===== src/rtl/m_unit.sv =====
// m_unit: RV32M multiply/divide unit (shift-add multiply, restoring divide, 32 iterations).
// Optional macro M_UNIT_FAST_MUL_EN: single-cycle 33x33 signed multiplier for all multiplies.
module m_unit (
  input  logic        clk,
  input  logic        rst,
  input  logic        start,
  input  logic [2:0]  funct3,
  input  logic [31:0] rs1_data,
  input  logic [31:0] rs2_data,
  input  logic        flush,
  output logic        busy,
  output logic        done,
  output logic [31:0] result
);

  localparam logic [1:0] IDLE = 2'd0;
  localparam logic [1:0] CALC = 2'd1;
  localparam logic [1:0] DONE = 2'd2;

  localparam logic [2:0] F_MUL    = 3'b000;
  localparam logic [2:0] F_MULH   = 3'b001;
  localparam logic [2:0] F_MULHSU = 3'b010;
  localparam logic [2:0] F_MULHU  = 3'b011;
  localparam logic [2:0] F_DIV    = 3'b100;
  localparam logic [2:0] F_DIVU   = 3'b101;
  localparam logic [2:0] F_REM    = 3'b110;
  localparam logic [2:0] F_REMU   = 3'b111;

  logic [1:0]  state_q,  state_d;
  logic [2:0]  op_q,     op_d;
  logic        neg_q,    neg_d;
  logic [4:0]  cnt_q,    cnt_d;
  logic [63:0] mcand_q,  mcand_d;
  logic [31:0] opb_q,    opb_d;
  logic [63:0] acc_q,    acc_d;
  logic [31:0] result_q, result_d;

  function automatic logic [31:0] neg_if(input logic n, input logic [31:0] v);
    return n ? (~v + 32'd1) : v;
  endfunction

  // Operand decode for the accept cycle
  logic        in_is_div;
  logic        rs1_signed, rs2_signed;
  logic        rs1_neg, rs2_neg;
  logic [31:0] rs1_mag, rs2_mag;
  logic        div_by_zero, div_ovf;
  logic [31:0] div_fast_res;

  always_comb begin
    in_is_div   = funct3[2];
    rs1_signed  = (funct3 != F_MULHU) && (funct3 != F_DIVU) && (funct3 != F_REMU);
    rs2_signed  = rs1_signed && (funct3 != F_MULHSU);
    rs1_neg     = rs1_signed && rs1_data[31];
    rs2_neg     = rs2_signed && rs2_data[31];
    rs1_mag     = neg_if(rs1_neg, rs1_data);
    rs2_mag     = neg_if(rs2_neg, rs2_data);
    div_by_zero = in_is_div && (rs2_data == '0);
    div_ovf     = ((funct3 == F_DIV) || (funct3 == F_REM)) &&
                  (rs1_data == 32'h8000_0000) && (rs2_data == '1);
    if (div_by_zero)
      div_fast_res = funct3[1] ? rs1_data : '1;
    else
      div_fast_res = funct3[1] ? '0 : 32'h8000_0000;
  end

`ifdef M_UNIT_FAST_MUL_EN
  logic signed [32:0] fm_a, fm_b;
  logic signed [65:0] fm_prod;
  logic [31:0]        fm_res;
  logic               unused_fm_bits;

  always_comb begin
    fm_a    = {rs1_neg, rs1_data};
    fm_b    = {rs2_neg, rs2_data};
    fm_prod = 66'(fm_a) * 66'(fm_b);
    fm_res  = (funct3 == F_MUL) ? fm_prod[31:0] : fm_prod[63:32];
  end

  assign unused_fm_bits = ^fm_prod[65:64];
`endif

  // One iteration of either datapath, shared by the final-cycle result
  logic [63:0] acc_step;
  logic [63:0] mcand_step;
  logic [31:0] opb_step;
  logic [32:0] div_shift;
  logic        div_ge;
  logic [31:0] div_diff;
  logic [63:0] prod_signed;
  logic [31:0] calc_res;

  always_comb begin
    div_shift  = {acc_q[63:32], acc_q[31]};
    div_ge     = div_shift >= {1'b0, opb_q};
    // The true difference is below the divisor, so modular 32-bit subtraction is exact
    div_diff   = div_shift[31:0] - opb_q;
    mcand_step = mcand_q;
    opb_step   = opb_q;
    if (op_q[2]) begin
      acc_step = {(div_ge ? div_diff : div_shift[31:0]), acc_q[30:0], div_ge};
    end else begin
      acc_step   = acc_q + (opb_q[0] ? mcand_q : '0);
      mcand_step = {mcand_q[62:0], 1'b0};
      opb_step   = {1'b0, opb_q[31:1]};
    end
    prod_signed = neg_q ? (~acc_step + 64'd1) : acc_step;
    if (op_q[2])
      calc_res = op_q[1] ? neg_if(neg_q, acc_step[63:32]) : neg_if(neg_q, acc_step[31:0]);
    else
      calc_res = (op_q == F_MUL) ? prod_signed[31:0] : prod_signed[63:32];
  end

  always_comb begin
    state_d  = state_q;
    op_d     = op_q;
    neg_d    = neg_q;
    cnt_d    = cnt_q;
    mcand_d  = mcand_q;
    opb_d    = opb_q;
    acc_d    = acc_q;
    result_d = result_q;

    case (state_q)
      IDLE: begin
        if (start && !flush) begin
          op_d  = funct3;
          neg_d = (funct3 == F_REM || funct3 == F_REMU) ? rs1_neg : (rs1_neg ^ rs2_neg);
          cnt_d = '0;
          opb_d = rs2_mag;
          if (in_is_div) begin
            acc_d   = {32'b0, rs1_mag};
            mcand_d = '0;
          end else begin
            acc_d   = '0;
            mcand_d = {32'b0, rs1_mag};
          end
          if (div_by_zero || div_ovf) begin
            state_d  = DONE;
            result_d = div_fast_res;
          end else begin
`ifdef M_UNIT_FAST_MUL_EN
            if (!in_is_div) begin
              state_d  = DONE;
              result_d = fm_res;
            end else begin
              state_d = CALC;
            end
`else
            state_d = CALC;
`endif
          end
        end
      end
      CALC: begin
        acc_d   = acc_step;
        mcand_d = mcand_step;
        opb_d   = opb_step;
        cnt_d   = cnt_q + 5'd1;
        if (cnt_q == 5'd31) begin
          state_d  = DONE;
          result_d = calc_res;
        end
      end
      DONE:    state_d = IDLE;
      default: state_d = IDLE;
    endcase

    // A flush drops whatever was decided above and leaves result untouched
    if (flush) begin
      state_d  = IDLE;
      result_d = result_q;
    end
  end

  always_ff @(posedge clk) begin
    if (rst) begin
      state_q  <= IDLE;
      op_q     <= '0;
      neg_q    <= 1'b0;
      cnt_q    <= '0;
      mcand_q  <= '0;
      opb_q    <= '0;
      acc_q    <= '0;
      result_q <= '0;
    end else begin
      state_q  <= state_d;
      op_q     <= op_d;
      neg_q    <= neg_d;
      cnt_q    <= cnt_d;
      mcand_q  <= mcand_d;
      opb_q    <= opb_d;
      acc_q    <= acc_d;
      result_q <= result_d;
    end
  end

  assign busy   = (state_q != IDLE);
  assign done   = (state_q == DONE);
  assign result = result_q;

endmodule


===== config.mk =====
export PLATFORM = sky130hd
export DESIGN_NAME = m_unit
export DESIGN_NICKNAME = d
export VERILOG_FILES = /design/src/rtl/m_unit.sv
export SDC_FILE = /design/constraint.sdc
export NUM_CORES = 1
export LEC_CHECK = 0
export ABC_AREA = 1
export CAP_MARGIN = 40
export CELL_PAD_IN_SITES_DETAIL_PLACEMENT = 1
export CELL_PAD_IN_SITES_GLOBAL_PLACEMENT = 1
export CORE_MARGIN = 2
export CORE_UTILIZATION = 35
export DETAILED_ROUTE_END_ITERATION = 12
export GPL_ROUTABILITY_DRIVEN = 0
export HOLD_SLACK_MARGIN = 0.02
export PLACE_DENSITY = 0.65
export SYNTH_ARGS = -nofsm -noshare
export SYNTH_HDL_FRONTEND = slang
export SYNTH_SLANG_ARGS = --single-unit

===== constraint.sdc =====
create_clock -name clk -period 5.5 [get_ports clk]
set_input_delay 1.1 -clock clk [delete_from_list [all_inputs] [get_ports clk]]
set_output_delay 1.1 -clock clk [all_outputs]
set_load 0.05 [all_outputs]

==> results of run 1 <==
cells in the final DEF (no fill, tap or decap), types with 17 or more instances in the layout:
cell	n
dfxtp_1	200
inv_2	26
buf_4	46
nand3b_1	27
nand2_1	1464
inv_1	612
nor3_1	29
a31oi_1	22
clkbuf_16	27
nor2_2	38
ha_1	102
nand4_1	67
clkdlybuf4s50_1	103
xor2_1	86
a21oi_1	387
nor2_4	17
nor2_1	374
nand2_2	41
o21ai_0	160
nand3_1	297
xnor2_1	19
nand3_2	20
cells by family after synthesis:
logic type | count (synthesis) | synth area share, %
compound gates | 668 | 15.4
xor+xnor | 105 | 3.90
fa+ha+maj | 104 | 5.59
buf+inv | 787 | 13.0
flops | 203 | 17.3
simple gates | 2438 | 44.9
per-layer routing:
metal	vias up	wire length [um]
met3	163	6890
met5	-	0
met4	0	3720
met2	879	52000
met1	13800	53300
li1	13700	-
layout make-up:
cell class / instances / area (sq um) / share of cell area [%]
tap: 873 / 1090 / 4.15
clock buffer: 37 / 743 / 2.82
clock inverter: 9 / 80.1 / 0.304
multi-input combinational: 3315 / 16500 / 62.6
antenna: 2 / 5.00 / 0.0190
sequential: 203 / 4070 / 15.5
timing repair buffer: 153 / 1460 / 5.54
inverter: 640 / 2400 / 9.13
path summary, 6_finish.rpt:
path                            startpoint         to  slack (ns)
worst min register to register   opb_q[13]  opb_q[13]        0.46
worst min-delay path             opb_q[13]  opb_q[13]        0.46
worst max register to register    opb_q[0]  result[9]        0.68
worst max-delay path              opb_q[0]  result[9]        0.68
power groups by stage:
stage | combinational, mW | sequential [mW] | clock [mW]
2_1_floorplan | 1.14 | 1.61 | 0
3_3_place_gp | 1.74 | 1.62 | 0
3_5_place_dp | 1.75 | 1.62 | 0
4_1_cts | 1.76 | 1.59 | 1.76
5_1_grt | 1.95 | 1.60 | 1.80
6_report | 1.80 | 1.59 | 1.73
worst max-delay path, delay by kind of cell, from the launching register on:
kind                     cells  cell delay (ns)
AND/OR/NAND/NOR             22             2.83
adder cells (fa/ha/maj)      2             0.64
flip-flops                   1             0.55
AO/OA/AOI/OAI                2             0.34
buffers and inverters        3             0.31
sequential cells by signal, indices dropped and copies added (netlist names):
| signal | count |
|---|---|
| state_q | 2 |
| opb_q | 32 |
| op_q | 3 |
| cnt_q | 5 |
| result | 32 |
| mcand_q | 64 |
| acc_q | 64 |
| neg_q | 1 |
metrics by stage:
step / utilization, % / setup slack [ns]
floorplan: - / 1.63
global placement: 38.0 / 0.768
detailed placement: 38.1 / 0.787
CTS: 39.3 / 0.790
global route: 39.3 / 0.316
finish: 39.3 / 0.677
==> results.toml, run 1 <==
[worst_setup_path]
start_kind = "flop"
worstPathMaxFanout = 15
arrival_ns = 5.25
worstRegToRegCells = 29
cpMostUsedCell = "nand2_1"
cp.required_ns = 5.93
cp-end-kind = "flop"
cp_slowest_cell = "dfxtp_2"
critPathMaxStageDelay_ns = 0.55
critical_path_class = "flop to flop"

[cts]
clockBufferDepth = 3
tritoncts = "done"
clkLatencyLatePin_ns = 0.58
cts_resized = 0
htree_levels = 1
cts_hold_buf = 0
cts.clk_slew.worst_paths_ns = 0.06
cts_root_buffer = "clkbuf_16"
clock-sinks = 203
cts_buffers = 27
postCtsSetupBuffers = 0

[power]
finalPower_mw = 5.13
pwr-share-clk_pct = 33.8
switching_share_pct = 41.0
pwr-share-seq_pct = 31.1
irDropWorstVdd_uv = 241
p_int_mw = 3.02
p_sw_mw = 2.10
power_density_nw_per_um2 = 195
p_leak_nw = 13.7
combPwrFrac_pct = 35.1

[placement]
hpwl_um = 94600
placed_area_sq_um = 25500
dp_cells = 5184
portBuffers = 104

[synth]
synth_commonest_cells = "1465 x nand2_1, 612 x inv_1, 387 x a21oi_1"
synth-edff-count = 0
synth_fp_nets = 4480
ys_warn_count = 0
ys_async_sr_fraction_pct = 0
seq_area_frac_synth_pct = 17.3
synth_most_common_cell = "nand2_1"
yosysTopAreaCellShare_pct = 23.4
yosys.area.top_type = "nand2_1"
postSynthAreaPerCell_sq_um = 5.47
synth_area_leaders = "nand2_1 23%, dfxtp_1 17%, inv_1 9.8%, a21oi_1 8.2%, nand3_1 6.3%"
synth_cell_types = 57
syn-cell-area_sq_um = 23600
syn_inst = 4305
dominantRegCellSynth = "dfxtp_1"
synth-seq-cells = 203

[floorplanning]
die_w_um = 263
die_y_um = 263
start_util_pct = 35.2
die-area_sq_um = 69400
core_area_sq_um = 66900
rows = 95
io_pins = 105

[job]
cap_viol_max_count = 0

[sta]
worst_pin_slew_ns = 0.922
drv_slew = 0
relSlewSlack_pct = 38.5
period_needed_ns = 4.82
tns_ns = 0
worst_clock_skew_ns = 0.0235
setup_violations = 0
hold_ws_ns = 0.465
max_clock_freq_mhz = 207
finalCritPeriodShare_pct = 87.7
rsz0062_at_grt = "no"
hold_viol = 0

[cells_and_area]
instances_no_fill = 5232
fillers = 9386
drive_gt1_share_pct = 6.63
syn_to_final_growth_pct = 11.8
nets = 4515
final_area_sq_um = 26300

[detailed_routing]
drtIter0Drc = 2314
wire_per_inst_um = 22.2
vias = 28600
wl_um = 116000
viasPerCell = 5.46
drc = 0
dr.pass1.iters = 5
ant_nets = 0

[grt]
use_met2_pct = 53.1
grt_max_degree = 75
grt_overflow = 0
grt_pass1_wl_um = 174000
grt_pass1_vias = 28100
grt_busiest_layer = "met2"
met1_usage_pct = 45.7
grtUsageTotal_pct = 32.6
grt_use_met3_pct = 2.39
antenna_found_initial = 2

[outcome]
status = "completed"

[worst_hold_path]
hold_class = "flop to flop"
hold_depth = 2
Power figures use the tool's default switching activity.
==> run 2: changes to the inputs <==
- SETUP_SLACK_MARGIN: unset -> 0.4
==> results.toml, run 2 (synthesis results as in run 1) <==
[floorplanning]
io_pins = 105
die-area_sq_um = 69400
start_util_pct = 35.2
rows = 95
die_w_um = 263
core_area_sq_um = 66900
die_y_um = 263

[cts]
cts_resized = 0
htree_levels = 1
tritoncts = "done"
clkLatencyLatePin_ns = 0.58
clock-sinks = 203
postCtsSetupBuffers = 0
cts_buffers = 27
cts_root_buffer = "clkbuf_16"
cts.clk_slew.worst_paths_ns = 0.06
clockBufferDepth = 3
cts_hold_buf = 0

[grt]
grt_overflow = 0
antenna_found_initial = 2
grtUsageTotal_pct = 32.6
grt_pass1_wl_um = 174000
grt_max_degree = 75
grt_pass1_vias = 28100

[worst_setup_path]
worstPathMaxFanout = 15
critical_path_class = "flop to flop"
critPathMaxStageDelay_ns = 0.46
start_kind = "flop"
cpMostUsedCell = "nand2_1"
cp-end-kind = "flop"
cp_slowest_cell = "dfxtp_4"
worstRegToRegCells = 29
arrival_ns = 5.16
cp.required_ns = 5.93

[sta]
period_needed_ns = 4.72
setup_slack_ns = 0.775
setup_violations = 0
hold_viol = 0
finalCritPeriodShare_pct = 85.9
max_clock_freq_mhz = 212
worst_pin_slew_ns = 0.905
drv_slew = 0
tns_ns = 0
rsz0062_at_grt = "no"
relSlewSlack_pct = 39.6
worst_clock_skew_ns = 0.0213

[power]
irDropWorstVdd_uv = 238
pwr-share-clk_pct = 33.8
pwr-share-seq_pct = 31.1
p_int_mw = 3.02
p_sw_mw = 2.10
power_density_nw_per_um2 = 195
p_leak_nw = 13.7
switching_share_pct = 41.0
combPwrFrac_pct = 35.1
finalPower_mw = 5.12

[outcome]
status = "completed"

[detailed_routing]
drc = 0
viasPerCell = 5.45
vias = 28500
wl_met1_um = 53400
wl_met3_um = 6940
drtIter0Drc = 2395
wire_per_inst_um = 22.2
dr.pass1.iters = 5
dr_wl_met2_um = 52100
ant_nets = 0
wl_um = 116000
maxUsedRoutingLayer = "met5"

[placement]
dp_cells = 5184
placed_area_sq_um = 25500
post-place-ws_ns = 0.787
portBuffers = 104
hpwl_um = 94600

[cells_and_area]
drive_gt1_share_pct = 6.63
nets = 4515
instances_no_fill = 5231
layout.cells.most_common_list = "1464 x nand2_1, 612 x inv_1, 387 x a21oi_1, 374 x nor2_1, 297 x nand3_1"
final_area_sq_um = 26300
layout_commonest_cell = "nand2_1"
biggestRegsByFlops = "acc_q (64), mcand_q (64)"
syn_to_final_growth_pct = 11.8

[worst_hold_path]
hold_depth = 2
hold_class = "flop to flop"

[job]
cap_viol_max_count = 0
## run 2: power by group through the flow
stage	clock [mW]	combinational, mW	sequential [mW]
after floorplan	0	1.14	1.61
after global placement	0	1.74	1.62
after detailed placement	0	1.75	1.62
after CTS	1.76	1.76	1.59
after global routing	1.80	1.95	1.60
final	1.73	1.80	1.59
## run 2: critical path: cells and delay by family, from the launching register on
kind | cells | cell delay, ns
flip-flops | 1 | 0.46
buffers and inverters | 3 | 0.30
AND/OR/NAND/NOR | 22 | 2.84
AO/OA/AOI/OAI | 2 | 0.34
adder cells (fa/ha/maj) | 2 | 0.63
## run 2: routing by layer
metal / vias up / track usage [%]
li1: 13700 / -
met1: 13800 / 45.7
met2: 835 / 53.1
met3: 163 / 2.39
met4: 2 / 9.93
met5: - / 0
## run 2: final cells by class
cell class | instances | area (sq um)
Timing Repair Buffer | 153 | 1460
Multi-Input combinational cell | 3315 | 16500
Tap cell | 873 | 1090
Clock inverter | 9 | 80.1
Sequential cell | 203 | 4070
Antenna cell | 1 | 2.50
Inverter | 640 | 2400
Fill cell | 9386 | 40600
Clock buffer | 37 | 743
## run 2: worst paths after layout
check                           startpoint   endpoint  slack [ns]
worst min register to register    cnt_q[3]   cnt_q[3]        0.46
worst max register to register    opb_q[0]  result[9]        0.78
worst min-delay path              cnt_q[3]   cnt_q[3]        0.46
worst max-delay path              opb_q[0]  result[9]        0.78
## run 2: stage by stage
stage | util, % | hold slack (ns)
floorplan | - | 0.441
global placement | 38.0 | 0.452
detailed placement | 38.1 | 0.456
CTS | 39.3 | 0.465
global route | 39.3 | 0.485
finish | 39.3 | 0.465
